==> src/rtl/shift_seq_pkg.sv <==
// shift_seq_pkg: shared state encoding, shift codes and widths for shift_seq
package shift_seq_pkg;
  localparam int DATA_W = 32;
  localparam int SHAMT_W = 5;
  typedef enum logic [1:0] {
    IDLE  = 2'd0,
    SHIFT = 2'd1,
    DONE  = 2'd2
  } state_t;
  localparam logic [1:0] FUN_SLL = 2'b00;
  localparam logic [1:0] FUN_SRL = 2'b01;
  localparam logic [1:0] FUN_SRA = 2'b11;
endpackage

==> src/rtl/shift_seq_shift_1.sv <==
// shift_1: one-bit shift stage, passes the operand through when disabled
module shift_1
  import shift_seq_pkg::*;
(
  input  logic [DATA_W-1:0] b_i,
  input  logic [1:0]        fun_i,
  input  logic              en_i,
  output logic [DATA_W-1:0] y_o
);
  always_comb
    y_o = !en_i             ? b_i :
          fun_i == FUN_SLL ? {b_i[DATA_W-2:0], 1'b0} :
          fun_i == FUN_SRL ? {1'b0, b_i[DATA_W-1:1]} :
                             {b_i[DATA_W-1], b_i[DATA_W-1:1]};
endmodule

==> src/rtl/shift_seq.sv <==
// shift_seq: multi-cycle shifter applying one bit of shift per clock
module shift_seq
  import shift_seq_pkg::*;
(
  input  logic               clk,
  input  logic               rst_n,
  input  logic               start,
  input  logic [DATA_W-1:0]  B,
  input  logic [SHAMT_W-1:0] shamt,
  input  logic [1:0]         ALUfun,
  output logic               busy,
  output logic               done,
  output logic [DATA_W-1:0]  y
);
  state_t state_q, state_d;
  logic [DATA_W-1:0] data_q, data_d, shifted;
  logic [SHAMT_W-1:0] cnt_q, cnt_d;
  logic [1:0] fun_q, fun_d;
  logic accept;
  shift_1 u_shift_1 (
    .b_i  (data_q),
    .fun_i(fun_q),
    .en_i (state_q == SHIFT),
    .y_o  (shifted)
  );
  always_comb begin
    accept  = start && state_q != SHIFT;
    state_d = accept            ? (shamt != '0 ? SHIFT : DONE) :
              state_q == SHIFT ? (cnt_q == SHAMT_W'(1) ? DONE : SHIFT) :
                                 IDLE;
    data_d  = accept ? B : shifted;
    cnt_d   = accept ? shamt : state_q == SHIFT ? cnt_q - SHAMT_W'(1) : cnt_q;
    fun_d   = accept ? ALUfun : fun_q;
  end
  always_ff @(posedge clk or negedge rst_n)
    if (!rst_n) begin
      state_q <= IDLE;
      data_q  <= '0;
      cnt_q   <= '0;
      fun_q   <= FUN_SLL;
    end else begin
      state_q <= state_d;
      data_q  <= data_d;
      cnt_q   <= cnt_d;
      fun_q   <= fun_d;
    end
  assign busy = state_q == SHIFT;
  assign done = state_q == DONE;
  assign y    = data_q;
endmodule

==> config.mk <==
export PLATFORM = sky130hd
export DESIGN_NAME = shift_seq
export DESIGN_NICKNAME = d
export VERILOG_FILES = /design/src/rtl/shift_seq_pkg.sv /design/src/rtl/shift_seq_shift_1.sv /design/src/rtl/shift_seq.sv
export SDC_FILE = /design/constraint.sdc
export NUM_CORES = 1
export LEC_CHECK = 0
export ABC_AREA = 1
export CAP_MARGIN = 20
export CORE_MARGIN = 3
export CORE_UTILIZATION = 50
export DETAILED_ROUTE_END_ITERATION = 10
export DONT_BUFFER_PORTS = 1
export GPL_TIMING_DRIVEN = 0
export PLACE_DENSITY = 0.67
export SETUP_SLACK_MARGIN = 0.02
export SYNTH_ARGS = -nofsm -noshare
export SYNTH_HDL_FRONTEND = slang
export SYNTH_SLANG_ARGS = --single-unit
==> constraint.sdc <==
create_clock -name clk -period 2.8 [get_ports clk]
set_clock_uncertainty 0.1 [all_clocks]
set_input_delay 0.28 -clock clk [delete_from_list [all_inputs] [get_ports clk]]
set_output_delay 0.28 -clock clk [all_outputs]
set_load 0.02 [all_outputs]
Word level (Yosys, flattened, before mapping)
Index checks and enable logic that the tools add are counted.
{"block": "op_classes", "addsub": 1, "n_eq_ne": 5, "mux": 10, "n_reduce_logical": 6}
{"cell": "$mux 32", "n": 4}
{"cell": "$mux 5", "n": 2}
{"cell": "$mux 2", "n": 4}
{"cell": "$eq 5x1->1 const B", "n": 1}
{"cell": "$reduce_bool 5->1", "n": 1}
{"cell": "$sub 5x1->5 const B", "n": 1}
{"cell": "$eq 2x1->1 const B", "n": 2}
{"cell": "$reduce_bool 3->1", "n": 1}
{"cell": "$eq 2x2->1 const B", "n": 1}
{"cell": "$logic_not 2->1", "n": 1}
{"cell": "$ne 2x1->1 const B", "n": 1}
{"cell": "$reduce_and 2->1", "n": 1}
{"cell": "$reduce_bool 2->1", "n": 1}
{"cell": "$logic_and 1x1->1", "n": 1}
{"block": "totals", "reg_bits": 41, "out_inout_bits": 34, "elab_cells": 27}

Depth between registers and ports, before layout
{"block": "logic_depth", "depth_word": 5, "depth_mapped": 8}

By module
Synthesis repeated with hierarchy kept, for this count alone.
{"block": "unflattened", "hier_cells": 409, "area_unflattened_um2": 2573.7}
{"module": "shift_seq", "n_inst": 1, "cells_per_inst": 204, "area_each_um2": 1727.9, "seq_area_each_um2": 1026.0}
{"module": "shift_1", "n_inst": 1, "cells_per_inst": 205, "area_each_um2": 845.8, "seq_area_each_um2": 0.0}

Worst setup path before layout
Ideal clock, no wire load.
{"block": "synth_path", "path_type": "register to register", "from": "reg state_q[0]", "to": "reg cnt_q[2]", "setup_ps": 128, "t_arrival_ps": 1067, "required_ps": 2572, "slack_ps": 1505, "path_stages_with_launch": 7, "synth_period_minus_slack_ps": 1295, "path_cell_list": "dfrtp_1 -> inv_2 -> nor2_4 -> buf_6 -> nand2_1 -> nand3_1 -> o211ai_2"}
{"element": "from (decl)", "line_no": "shift_seq.sv:15", "source": "state_t state_q, state_d;"}
{"element": "from (signal assigned)", "line_no": "shift_seq.sv:42", "source": "state_q <= state_d;"}
{"element": "$eq 2x1->1"}
{"element": "net busy", "line_no": "shift_seq.sv:11", "source": "output logic busy,"}
{"element": "$reduce_bool 2->1 (no line)"}
{"element": "to (signal assigned)", "line_no": "shift_seq.sv:44", "source": "cnt_q <= cnt_d;"}
{"element": "to (decl)", "line_no": "shift_seq.sv:17", "source": "logic [SHAMT_W-1:0] cnt_q, cnt_d;"}
The timed path passes the listed nets, and every way through them passes these cells.
A chain may end at the register's enable or synchronous reset.

Final worst setup path
{"block": "layout_path", "from": "reg state_q[0]", "to": "out busy"}
{"block": "layout_between", "elab_chain_len": 1}
{"element": "$eq 2x1->1", "line_no": "shift_seq.sv:47", "source": "assign busy = state_q == SHIFT;"}
{"element": "to (decl)", "line_no": "shift_seq.sv:11"}
Every way passes these cells.

==> results by group <==
Detailed routing
  – WL per Instance: 13.2 microns
  – DRT iter0 DRCs: 129
  – Final ANT Viol Nets: 0
  – Vias per inst: 5.01
  – DRC viols: 0
  – Total Wirelength: 5970 microns
  – Detailed Routing Iterations Pass 1: 4
  – Detailed-route via count: roughly 2,300

STA
  – Final WS setup: about 1.1 ns
  – Worst-Margin Slew: 0.448 ns
  – Fin. Hold Viols: 0
  – Max Slew Vio Count: 0
  – Achievable Freq: 0.599 GHz
  – Tcrit/Tclk final: 59.7%
  – Final Setup Violations: 0
  – Total Negative Setup Slacks: 0 ns
  – RSZ-0062 raised after global routing: false
  – Post-layout minimum cycle time: about 1.7 ns
  – Max-slew headroom: about 70%

Clock tree
  – Hold Buf Count CTS: 2
  – Clk root buf: clkbuf_8
  – CTS tree: built
  – Clock sink count: 41
  – Reg clk slew, reported paths: 0.08 ns
  – CTS Buffer Depth: 2
  – Htree depth: 2
  – Later-pin clock latency in the skew report: 0.29 ns
  – Post-cts gate resize count: 0
  – Cts bufs inserted: 5
  – Post-CTS setup buffer count: 0

Min path
  – Hold depth: 2
  – Hold Path Sink: fun_q[1]
  – Worst hold start: ALUfun[1]
  – HP Class: primary input to register

Placed design
  – Worst slack, placed: 1.32 ns
  – Port bufs: 0
  – HPWL after DPL: around 4300 microns
  – GP Congestion: 0.790

Critical path
  – Data arrival time of the worst path: roughly 1.3 ns
  – Worst Path Max Fanout: 10
  – CP startpoint kind: register
  – R2R Setup Slk: 1.31 ns
  – Worst Setup End Kind: output port
  – Worst R2R Path Depth: 6
  – Critical R2R Launch: fun_q[1]
  – Crit path kind: register to output port
  – R2R Path End: y[28]
  – Req. time, crit path: approximately 2.4 ns

Pwr
  – Max IR drop VDD: between 500 and 600 uV
  – Sequential share of power: 39.8%
  – Comb power frac: between 40% and 50%
  – Sw frac: slightly above 50%
  – Psw: 0.00184 W
  – Leak Pwr: around 1.4 nW
  – P_int: about 0.0018 W
  – Pwr/cell area: 1350 mW/mm^2
  – Proportion of power drawn by the clock network: 11.8%

Yosys
  – Syn Inst Count: 377
  – Synth cell types: 21
  – Syn_area_per_cell: 6.52 sq um
  – Synth Cell Area: 0.00246 sq mm
  – Synthesized Nets: 421
  – Synth Register Bits: 41
  – Synth Warn #: 0
  – Sequential-to-total area share from yosys stat: 41.8%

Final layout
  – FILL cells: 465
  – Antenna cells: 0
  – Synth-to-layout area growth: 8.66%
  – Fin nets: 430
  – Most common cell after layout, fill and taps aside: nand2_1
  – Layout cell share with drive strength beyond 1: 7.24%
  – Final design utilization: 58.9%
  – Most frequent cells in the layout: nand2_1, nor2_1, dfrtp_1

Die
  – Core Area: between 0.004 and 0.005 sq mm
  – Initial Util: 54.2%
  – Rows: 24
  – Die width: 76.1 microns
  – Die Area: 0.00579 sq mm
  – Ports: 76
  – Die H: 76.1 microns

Global route
  – Maximum number of pins on one net before global-route repair: 42
  – Met3 usage: 7.45%
  – GR peak layer: met2
  – Tot GR Track Use: 21.5%
  – Number of global-route vias before repair: 2,195
  – Antenna violations before repair: 0
  – First-pass GRT wire length: just over 10,000 microns
  – Met2 Use GR: around 36%
  – Met1 track demand over resource: 26.6%
  – Overflow after GRT: 0

Outcome
  – Status: complete, no violations

Run
  – Maxcap violations: 0
-- power groups by stage --
| stage | logic [W] | registers, W | clock network (W) |
|---|---|---|---|
| after detailed placement | 0.00173 | 0.00145 | 0 |
| after global placement | 0.00169 | 0.00145 | 0 |
| after global routing | 0.00205 | 0.00148 | 0.000465 |
| final | 0.00174 | 0.00144 | 0.000427 |
| after floorplan | 0.00143 | 0.00136 | 0 |
| after CTS | 0.00175 | 0.00144 | 0.000435 |
-- worst max-delay path by stage --
stage	from	to	slack, ns
floorplan	state_q[0]	cnt_q[2]	1.50
global placement	state_q[0]	cnt_q[2]	1.35
detailed placement	state_q[0]	cnt_q[2]	1.32
CTS	state_q[0]	busy	1.11
global route	state_q[0]	busy	1.03
finish	state_q[0]	busy	1.13
-- cell families (layout without fill, tap and decap cells) --
logic type,Yosys count,count (layout),share of synthesized area [%]
and+or+nand+nor,292,292,47.1
buffers and inverters,32,42,7.08
AOI/OAI and AO/OA,10,10,3.00
DFF,41,41,41.8
adders and majority gates,2,2,1.02
-- cell usage after synthesis --
cell	count	area share, %
o211ai_1	2	0.61
nand3_1	39	7.9
a21oi_1	1	0.20
inv_2	2	0.31
nand4_1	1	0.25
buf_2	7	1.4
ha_1	2	1.0
o21ai_1	1	0.20
o21ai_0	4	0.81
nor2_4	1	0.46
buf_6	6	2.7
clkbuf_1	4	0.61
dfrtp_1	41	42
nand2_2	1	0.25
nor2_1	68	10
a21oi_4	1	0.66
buf_1	2	0.31
o211ai_2	1	0.51
inv_1	11	1.7
nor3_1	1	0.20
nand2_1	181	28
-- worst max-delay path, stage by stage, from the launching register on --
cell     delay (ns)
dfrtp_1        0.46
inv_2          0.07
nor2_4         0.24
buf_6          0.22
-- state kept, by name, indices dropped and copies added, names as in the netlist --
| name | cells |
|---|---|
| cnt_q | 5 |
| fun_q | 2 |
| state_q | 2 |
| y | 32 |
-- metal layers --
metal  up-vias  part of all wire (%)
met5         -                     0
met4         0                  0.99
met3         6                   8.5
met2        73                    46
met1      1008                    44
li1       1179                     -
-- through the flow --
step / cells / total power (W) / hold WS (ns) / cell area (sq um)
after global placement: 442 / 0.00314 / -0.115 / 2540
after detailed placement: 442 / 0.00318 / -0.115 / 2540
after global routing: 452 / 0.00399 / 0.00204 / 2670
after floorplan: 377 / 0.00279 / -0.116 / 2460
final: 452 / 0.00361 / 0.00849 / 2670
after CTS: 452 / 0.00363 / 0.00227 / 2670
-- final cells by class --
class	count	area [sq um]	share of cell area, %
inverter	13	48.8	1.83
multi-input combinational	304	1260	47.1
buffer	19	125	4.69
tap	65	81.3	3.05
clock inverter	1	5.00	0.187
timing repair buffer	2	30.0	1.12
clock buffer	7	96.3	3.61
sequential	41	1030	38.4
No activity file was read; power rests on OpenSTA's default activity.
